===== config.mk =====
export PLATFORM = sky130hd
export DESIGN_NAME = seq_divider
export DESIGN_NICKNAME = d
export VERILOG_FILES = /design/src/rtl/div_pkg.sv /design/src/rtl/div_step.sv /design/src/rtl/seq_divider.sv
export SDC_FILE = /design/constraint.sdc
export NUM_CORES = 1
export LEC_CHECK = 0
export BUFFER_PORTS_ARGS = -buffer_cell sky130_fd_sc_hd__buf_2
export CORE_MARGIN = 3
export CORE_UTILIZATION = 55
export CTS_CLUSTER_DIAMETER = 120
export CTS_CLUSTER_SIZE = 8
export DETAILED_ROUTE_END_ITERATION = 6
export PLACE_DENSITY = 0.78
export SLEW_MARGIN = 15
export SYNTH_ARGS = -nofsm -noshare
export SYNTH_HDL_FRONTEND = slang
export SYNTH_SLANG_ARGS = --single-unit

===== constraint.sdc =====
create_clock -name clk -period 5.7 [get_ports clk]
set_clock_uncertainty 0.2 [all_clocks]
set_input_delay 0.285 -clock clk [delete_from_list [all_inputs] [get_ports clk]]
set_output_delay 0.285 -clock clk [all_outputs]
set_load 0.02 [all_outputs]

===== src/rtl/div_pkg.sv =====
// Shared definitions for the sequential divider: FSM encoding, default width, counter sizing.
// Latency: none (package only).
// Backpressure: none (package only).
package div_pkg;

  // Operand/result width used when the instantiating code does not override it.
  localparam int DIV_WIDTH_DEFAULT = 32;

  // Controller states: waiting for a request, iterating, final correction/sign fix.
  typedef enum logic [1:0] {
    ST_IDLE = 2'd0,
    ST_CALC = 2'd1,
    ST_FIX  = 2'd2
  } state_t;

  // Iteration counter must be able to hold the value WIDTH itself.
  function automatic int cnt_width(input int w);
    return $clog2(w + 1);
  endfunction

endpackage


===== src/rtl/div_step.sv =====
// One combinational non-restoring division iteration on unsigned magnitudes.
// Latency: purely combinational, zero cycles.
// Backpressure: none; the caller decides when to register the result.
module div_step
  import div_pkg::*;
#(
  parameter int WIDTH = DIV_WIDTH_DEFAULT
) (
  input  logic [WIDTH:0]   pr,
  input  logic [WIDTH-1:0] qsr,
  input  logic [WIDTH-1:0] mb,
  output logic [WIDTH:0]   pr_nxt,
  output logic [WIDTH-1:0] q_nxt
);

  logic [WIDTH:0] shifted;
  logic [WIDTH:0] mb_ext;

  // Shift the next dividend bit into the remainder, then add or subtract the divisor
  // depending on the sign of the previous partial remainder. The true result always
  // lies in [-mb, mb), so modulo-2^(WIDTH+1) arithmetic on WIDTH+1 bits is exact and
  // dropping the old sign bit during the shift loses nothing.
  always_comb begin
    shifted = {pr[WIDTH-1:0], qsr[WIDTH-1]};
    mb_ext  = {1'b0, mb};
    if (pr[WIDTH]) begin
      pr_nxt = shifted + mb_ext;
    end else begin
      pr_nxt = shifted - mb_ext;
    end
    q_nxt = {qsr[WIDTH-2:0], ~pr_nxt[WIDTH]};
  end

endmodule


===== src/rtl/seq_divider.sv =====
// Sequential signed/unsigned divider, one quotient bit per clock (non-restoring).
// Latency: WIDTH+1 cycles start-to-done; divide-by-zero completes in 1 cycle.
// Backpressure: start is ignored while busy; results hold until the next done.
module seq_divider
  import div_pkg::*;
#(
  parameter int WIDTH = DIV_WIDTH_DEFAULT
) (
  input  logic             clk,
  input  logic             clr_n,
  input  logic             start,
  input  logic             sgn,
  input  logic [WIDTH-1:0] a,
  input  logic [WIDTH-1:0] b,
  output logic [WIDTH-1:0] q,
  output logic [WIDTH-1:0] r,
  output logic             busy,
  output logic             done,
  output logic             dz
);

  localparam int            CW       = cnt_width(WIDTH);
  localparam logic [CW-1:0] CNT_ONE  = CW'(1);
  localparam logic [CW-1:0] CNT_LOAD = CW'(WIDTH);

  state_t state;
  state_t state_nxt;

  // Working registers: partial remainder, quotient/dividend shift register,
  // divisor magnitude, remaining iterations and the flags captured with start.
  logic [WIDTH:0]   pr;
  logic [WIDTH-1:0] qsr;
  logic [WIDTH-1:0] mb;
  logic [CW-1:0]    cnt;
  logic             neg_q;
  logic             neg_r;
  logic             dz_f;

  logic [WIDTH:0]   step_pr;
  logic [WIDTH-1:0] step_q;

  logic             b_zero;
  logic [WIDTH-1:0] a_mag;
  logic [WIDTH-1:0] b_mag;
  logic [WIDTH-1:0] rem_fix;
  logic [WIDTH-1:0] q_fix;
  logic [WIDTH-1:0] r_fix;

  // Operand preprocessing: magnitudes for signed mode, zero-divisor detect.
  always_comb begin
    b_zero = (b == '0);
    a_mag  = (sgn && a[WIDTH-1]) ? ('0 - a) : a;
    b_mag  = (sgn && b[WIDTH-1]) ? ('0 - b) : b;
  end

  // Final correction: restore a negative remainder, then apply result signs.
  // The corrected remainder is in [0, mb) so WIDTH-bit arithmetic suffices.
  // For a zero divisor the shift register still holds the raw dividend.
  always_comb begin
    rem_fix = pr[WIDTH] ? (pr[WIDTH-1:0] + mb) : pr[WIDTH-1:0];
    if (dz_f) begin
      q_fix = '1;
      r_fix = qsr;
    end else begin
      q_fix = neg_q ? ('0 - qsr) : qsr;
      r_fix = neg_r ? ('0 - rem_fix) : rem_fix;
    end
  end

  div_step #(
    .WIDTH (WIDTH)
  ) u_step (
    .pr     (pr),
    .qsr    (qsr),
    .mb     (mb),
    .pr_nxt (step_pr),
    .q_nxt  (step_q)
  );

  // FSM state register.
  always_ff @(posedge clk or negedge clr_n) begin
    if (!clr_n) begin
      state <= ST_IDLE;
    end else begin
      state <= state_nxt;
    end
  end

  // FSM next-state logic; a zero divisor skips the iterations entirely.
  always_comb begin
    state_nxt = state;
    case (state)
      ST_IDLE: begin
        if (start) begin
          state_nxt = b_zero ? ST_FIX : ST_CALC;
        end
      end
      ST_CALC: begin
        if (cnt == CNT_ONE) begin
          state_nxt = ST_FIX;
        end
      end
      ST_FIX:  state_nxt = ST_IDLE;
      default: state_nxt = ST_IDLE;
    endcase
  end

  // FSM outputs: busy covers both the iteration and the fix cycles.
  always_comb begin
    busy = (state != ST_IDLE);
  end

  // Datapath: load on accepted start, iterate in CALC, publish results in FIX.
  always_ff @(posedge clk or negedge clr_n) begin
    if (!clr_n) begin
      pr    <= '0;
      qsr   <= '0;
      mb    <= '0;
      cnt   <= '0;
      neg_q <= 1'b0;
      neg_r <= 1'b0;
      dz_f  <= 1'b0;
      q     <= '0;
      r     <= '0;
      dz    <= 1'b0;
      done  <= 1'b0;
    end else begin
      done <= 1'b0;
      case (state)
        ST_IDLE: begin
          if (start) begin
            pr    <= '0;
            qsr   <= b_zero ? a : a_mag;
            mb    <= b_mag;
            cnt   <= CNT_LOAD;
            neg_q <= sgn && (a[WIDTH-1] ^ b[WIDTH-1]);
            neg_r <= sgn && a[WIDTH-1];
            dz_f  <= b_zero;
          end
        end
        ST_CALC: begin
          pr  <= step_pr;
          qsr <= step_q;
          cnt <= cnt - CNT_ONE;
        end
        ST_FIX: begin
          q    <= q_fix;
          r    <= r_fix;
          dz   <= dz_f;
          done <= 1'b1;
        end
        default: begin
          done <= 1'b0;
        end
      endcase
    end
  end

endmodule


==> implementation parameters <==
Parameter                              Value

Status
  Result of the run    completed

Synthesis
  Post-synth EDFFs    0
  Synthesized net count    1877
  Ys flop type    dfrtp_1
  FFs w/ async S/R, synth    1.00
  Warnings, synthesis    0
  Post-synthesis sequential element count    between 150 and 200
  Netlist Area Pre-Place    0.0139 sq mm
  Yosys cell types    75
  Part of the Yosys area used for sequential elements    0.314
  Average footprint of a synthesized cell    7.99 sq um
  Cell count after synthesis    between 1500 and 2000

Setup path
  Arrival time worst endpoint    5.34 ns
  Max FO, Critical Path    6
  Capture point of the worst reg-to-reg path    pr[31]
  Kind of capture point of the worst setup path    flop
  Data required, critical path    5.83 ns
  Number of cells traversed by the worst register-to-register path    18
  Type of the worst setup path    flop to flop
  Slack of the worst reg-to-reg path    ~0.5 ns
  Reg2Reg Launch Point    mb[3]
  Startpoint Class    flop

Worst hold path
  Tightest Hold Check Type    primary input to flop
  Cell depth of the worst hold path    3
  Worst Hold End    qsr[8]
  Critical hold path startpoint    a[8]

Timing
  Post-Route Setup TNS    0 ns
  Final hold slack    about 0.012 ns
  Slew Limit Headroom    0.298
  Transition time of the tightest slew-check pin    ~1.1 ns
  Minimum clock period    around 5.2 ns
  Final Cycle Share    0.913
  Max Fclk    about 0.19 GHz
  Unrepaired setup endpoints after global routing    no
  Number of failing setup endpoints in the final timing report    0
  Count of pins over their slew limit    0
  Number of endpoints with negative hold slack in the final report    0

Clock network
  Sinks on the clock net    between 150 and 200
  Worst-Skew Late Latency    roughly 0.44 ns
  Number of buffers created by CTS    17
  Clock Root Buffer    clkbuf_16
  Htree depth    4
  TritonCTS clock tree    yes
  Register clock-pin slew on the reported worst setup and hold paths    approximately 0.090 ns
  Deepest clock path buffer count    2

Route
  Overall via count from detail_route    ~14000
  Final routed wire length divided by cell count    approximately 19 um
  Detailed-route vias per instance    between 6 and 7
  Total wirelength of the detailed-routed design    approximately 42000 um
  Detailed Routing Iterations Pass 1    5
  Drt drc    0
  Starting DRT DRC Count    about 1300
  Antenna Nets Post-Route    0

Global route
  Initial antenna violation count    0
  Wire length of the first global-routing pass    67400 um
  Pin count of the biggest net entering global routing    76
  Via count of the first global-routing pass    around 13000
  All-Layer GR Usage    0.310
  Final global-route overflow total    0

Power
  Sequential group share of total power    0.239
  Relative contribution of combinational cells to total power    0.653
  Pint    about 5.6 mW
  Switching share of power    0.527
  Power Dens Cells    approximately 750 mW/mm^2
  Leakage    6.83 nW
  Largest voltage drop on the vdd net    ~430 uV
  Total power of the final layout    roughly 12 mW
  Share of total power in the clock network    0.107
  Switching power summed over all nets    just over 6 mW

Floorplanning
  Die area    roughly 0.027 sq mm
  DIE HEIGHT    165 um
  Initial core utilization    0.565
  Number of ports placed on the die boundary    approximately 140
  Site Rows    57
  Area inside the core boundary    approximately 0.025 sq mm
  Die W    ~160 um

Layout
  Fraction of final layout cells with drive strength greater than 1    0.119
  Fill cell count    about 2100
  Commonest cells after routing, fill and taps aside    207 x nand2_1, 175 x o21ai_0, 173 x dfrtp_1
  Commonest non-fill, non-tap cell in the layout    nand2_1
  Diode insertion count for antenna repair    0
  Synth-to-Final Area Change    13.7%
  Net total in the final layout    ~2000

Job
  Max-cap viol count    0

Placement
  HPWL after DPL    between 30000 and 40000 um
  Final weighted congestion in routability-driven placement    between 0.9 and 1
  Count of buffers inserted at the top-level ports    approximately 130
==> Yosys cell counts (all sizes together) (16+ instances only) <==
master,n,area share
nor2,142,0.038
a21oi,163,0.059
o21a,18,0.0097
nor3,39,0.014
ha,70,0.063
a21o,31,0.017
nand2,207,0.056
o31ai,36,0.019
xor2,105,0.066
a31oi,16,0.0072
inv,43,0.012
nand2b,18,0.0081
nand3,22,0.0079
or3,21,0.0095
o22ai,49,0.022
xnor2,88,0.056
o21ai,187,0.067
dfrtp,174,0.31
clkbuf,81,0.022
==> stage by stage <==
step | cells | utilization | setup slack, ns | area (sq um)
2_1_floorplan | 1737 | - | 0.0362 | 13900
3_3_place_gp | 2119 | 0.603 | 0.698 | 14800
3_5_place_dp | 2119 | 0.603 | 0.649 | 14800
4_1_cts | 2185 | 0.643 | 0.620 | 15800
5_1_grt | 2185 | 0.643 | 0.284 | 15800
6_report | 2185 | 0.643 | 0.498 | 15800
==> worst max-delay path, stage by stage, from the launching register on <==
cell,delay (ns)
dfrtp_1,0.44
or3_1,0.43
or3_1,0.37
nor3b_1,0.47
and2_1,0.24
nor2_1,0.06
xnor2_1,0.13
ha_1,0.35
a21o_1,0.18
a21o_1,0.16
a21oi_1,0.22
o21bai_1,0.10
or3_1,0.33
o211ai_1,0.28
a31oi_1,0.17
or3_1,0.36
a31oi_1,0.25
o41ai_1,0.10
a41o_1,0.22
==> kinds of logic (layout without fill, tap and decap cells) <==
| kind of cell | after synthesis | after routing | share of synthesized area |
|---|---|---|---|
| mux | 19 | 19 | 0.0141 |
| simple gates | 541 | 541 | 0.180 |
| flops | 174 | 174 | 0.314 |
| buf+inv | 140 | 264 | 0.0380 |
| fa+ha+maj | 72 | 72 | 0.0660 |
| compound gates | 598 | 598 | 0.266 |
| xor+xnor | 193 | 193 | 0.122 |
==> per-layer routing <==
| metal | wire length (um) | track usage | vias to the layer above |
|---|---|---|---|
| met2 | 19000 | 0.487 | 598 |
| met1 | 18200 | 0.427 | 6524 |
| met5 | 0 | 0 | - |
| met3 | 3810 | 0.0685 | 84 |
| met4 | 1250 | 0.0991 | 0 |
| li1 | - | - | 6478 |
==> what timing repair did <==
item	4_1_cts	5_1_grt
hold buffers	34	0
endpoints found under the setup margin	0	0
resized for setup	0	0
hold endpoints to repair	91	0
buffers inserted	0	0
==> state kept, by name, summed over array words and instances (netlist names) <==
register and cells:
neg_r 1, cnt 6, q 32, r 32
done 1, mb 32, dz_f 1, dz 1
pr 33, state 2, qsr 32, neg_q 1
==> layout make-up <==
class / instances / area (sq um) / area share
Clock buffer: 17 / 425 / 0.0270
Multi-Input combinational cell: 1423 / 9020 / 0.572
Clock inverter: 15 / 220 / 0.0140
Sequential cell: 174 / 4360 / 0.276
Timing Repair Buffer: 188 / 1180 / 0.0748
Inverter: 44 / 165 / 0.0105
Tap cell: 324 / 405 / 0.0257
==> worst max-delay path by stage <==
stage	from	to	slack (ns)	cells past startpoint
2_1_floorplan	pr[32]	qsr[0]	0.04	23
3_3_place_gp	mb[3]	pr[31]	0.70	18
3_5_place_dp	mb[3]	pr[31]	0.65	18
4_1_cts	mb[3]	pr[31]	0.62	18
5_1_grt	mb[3]	pr[31]	0.28	18
6_report	mb[3]	pr[31]	0.50	18
==> power by group through the flow <==
stage	clock [mW]	combinational (mW)	sequential, mW
6_report	1.26	7.68	2.81
5_1_grt	1.33	8.58	2.86
4_1_cts	1.27	7.61	2.75
3_5_place_dp	0	7.54	2.77
3_3_place_gp	0	7.39	2.75
2_1_floorplan	0	5.73	2.55
Note: power is estimated with default switching activity, not from simulation.
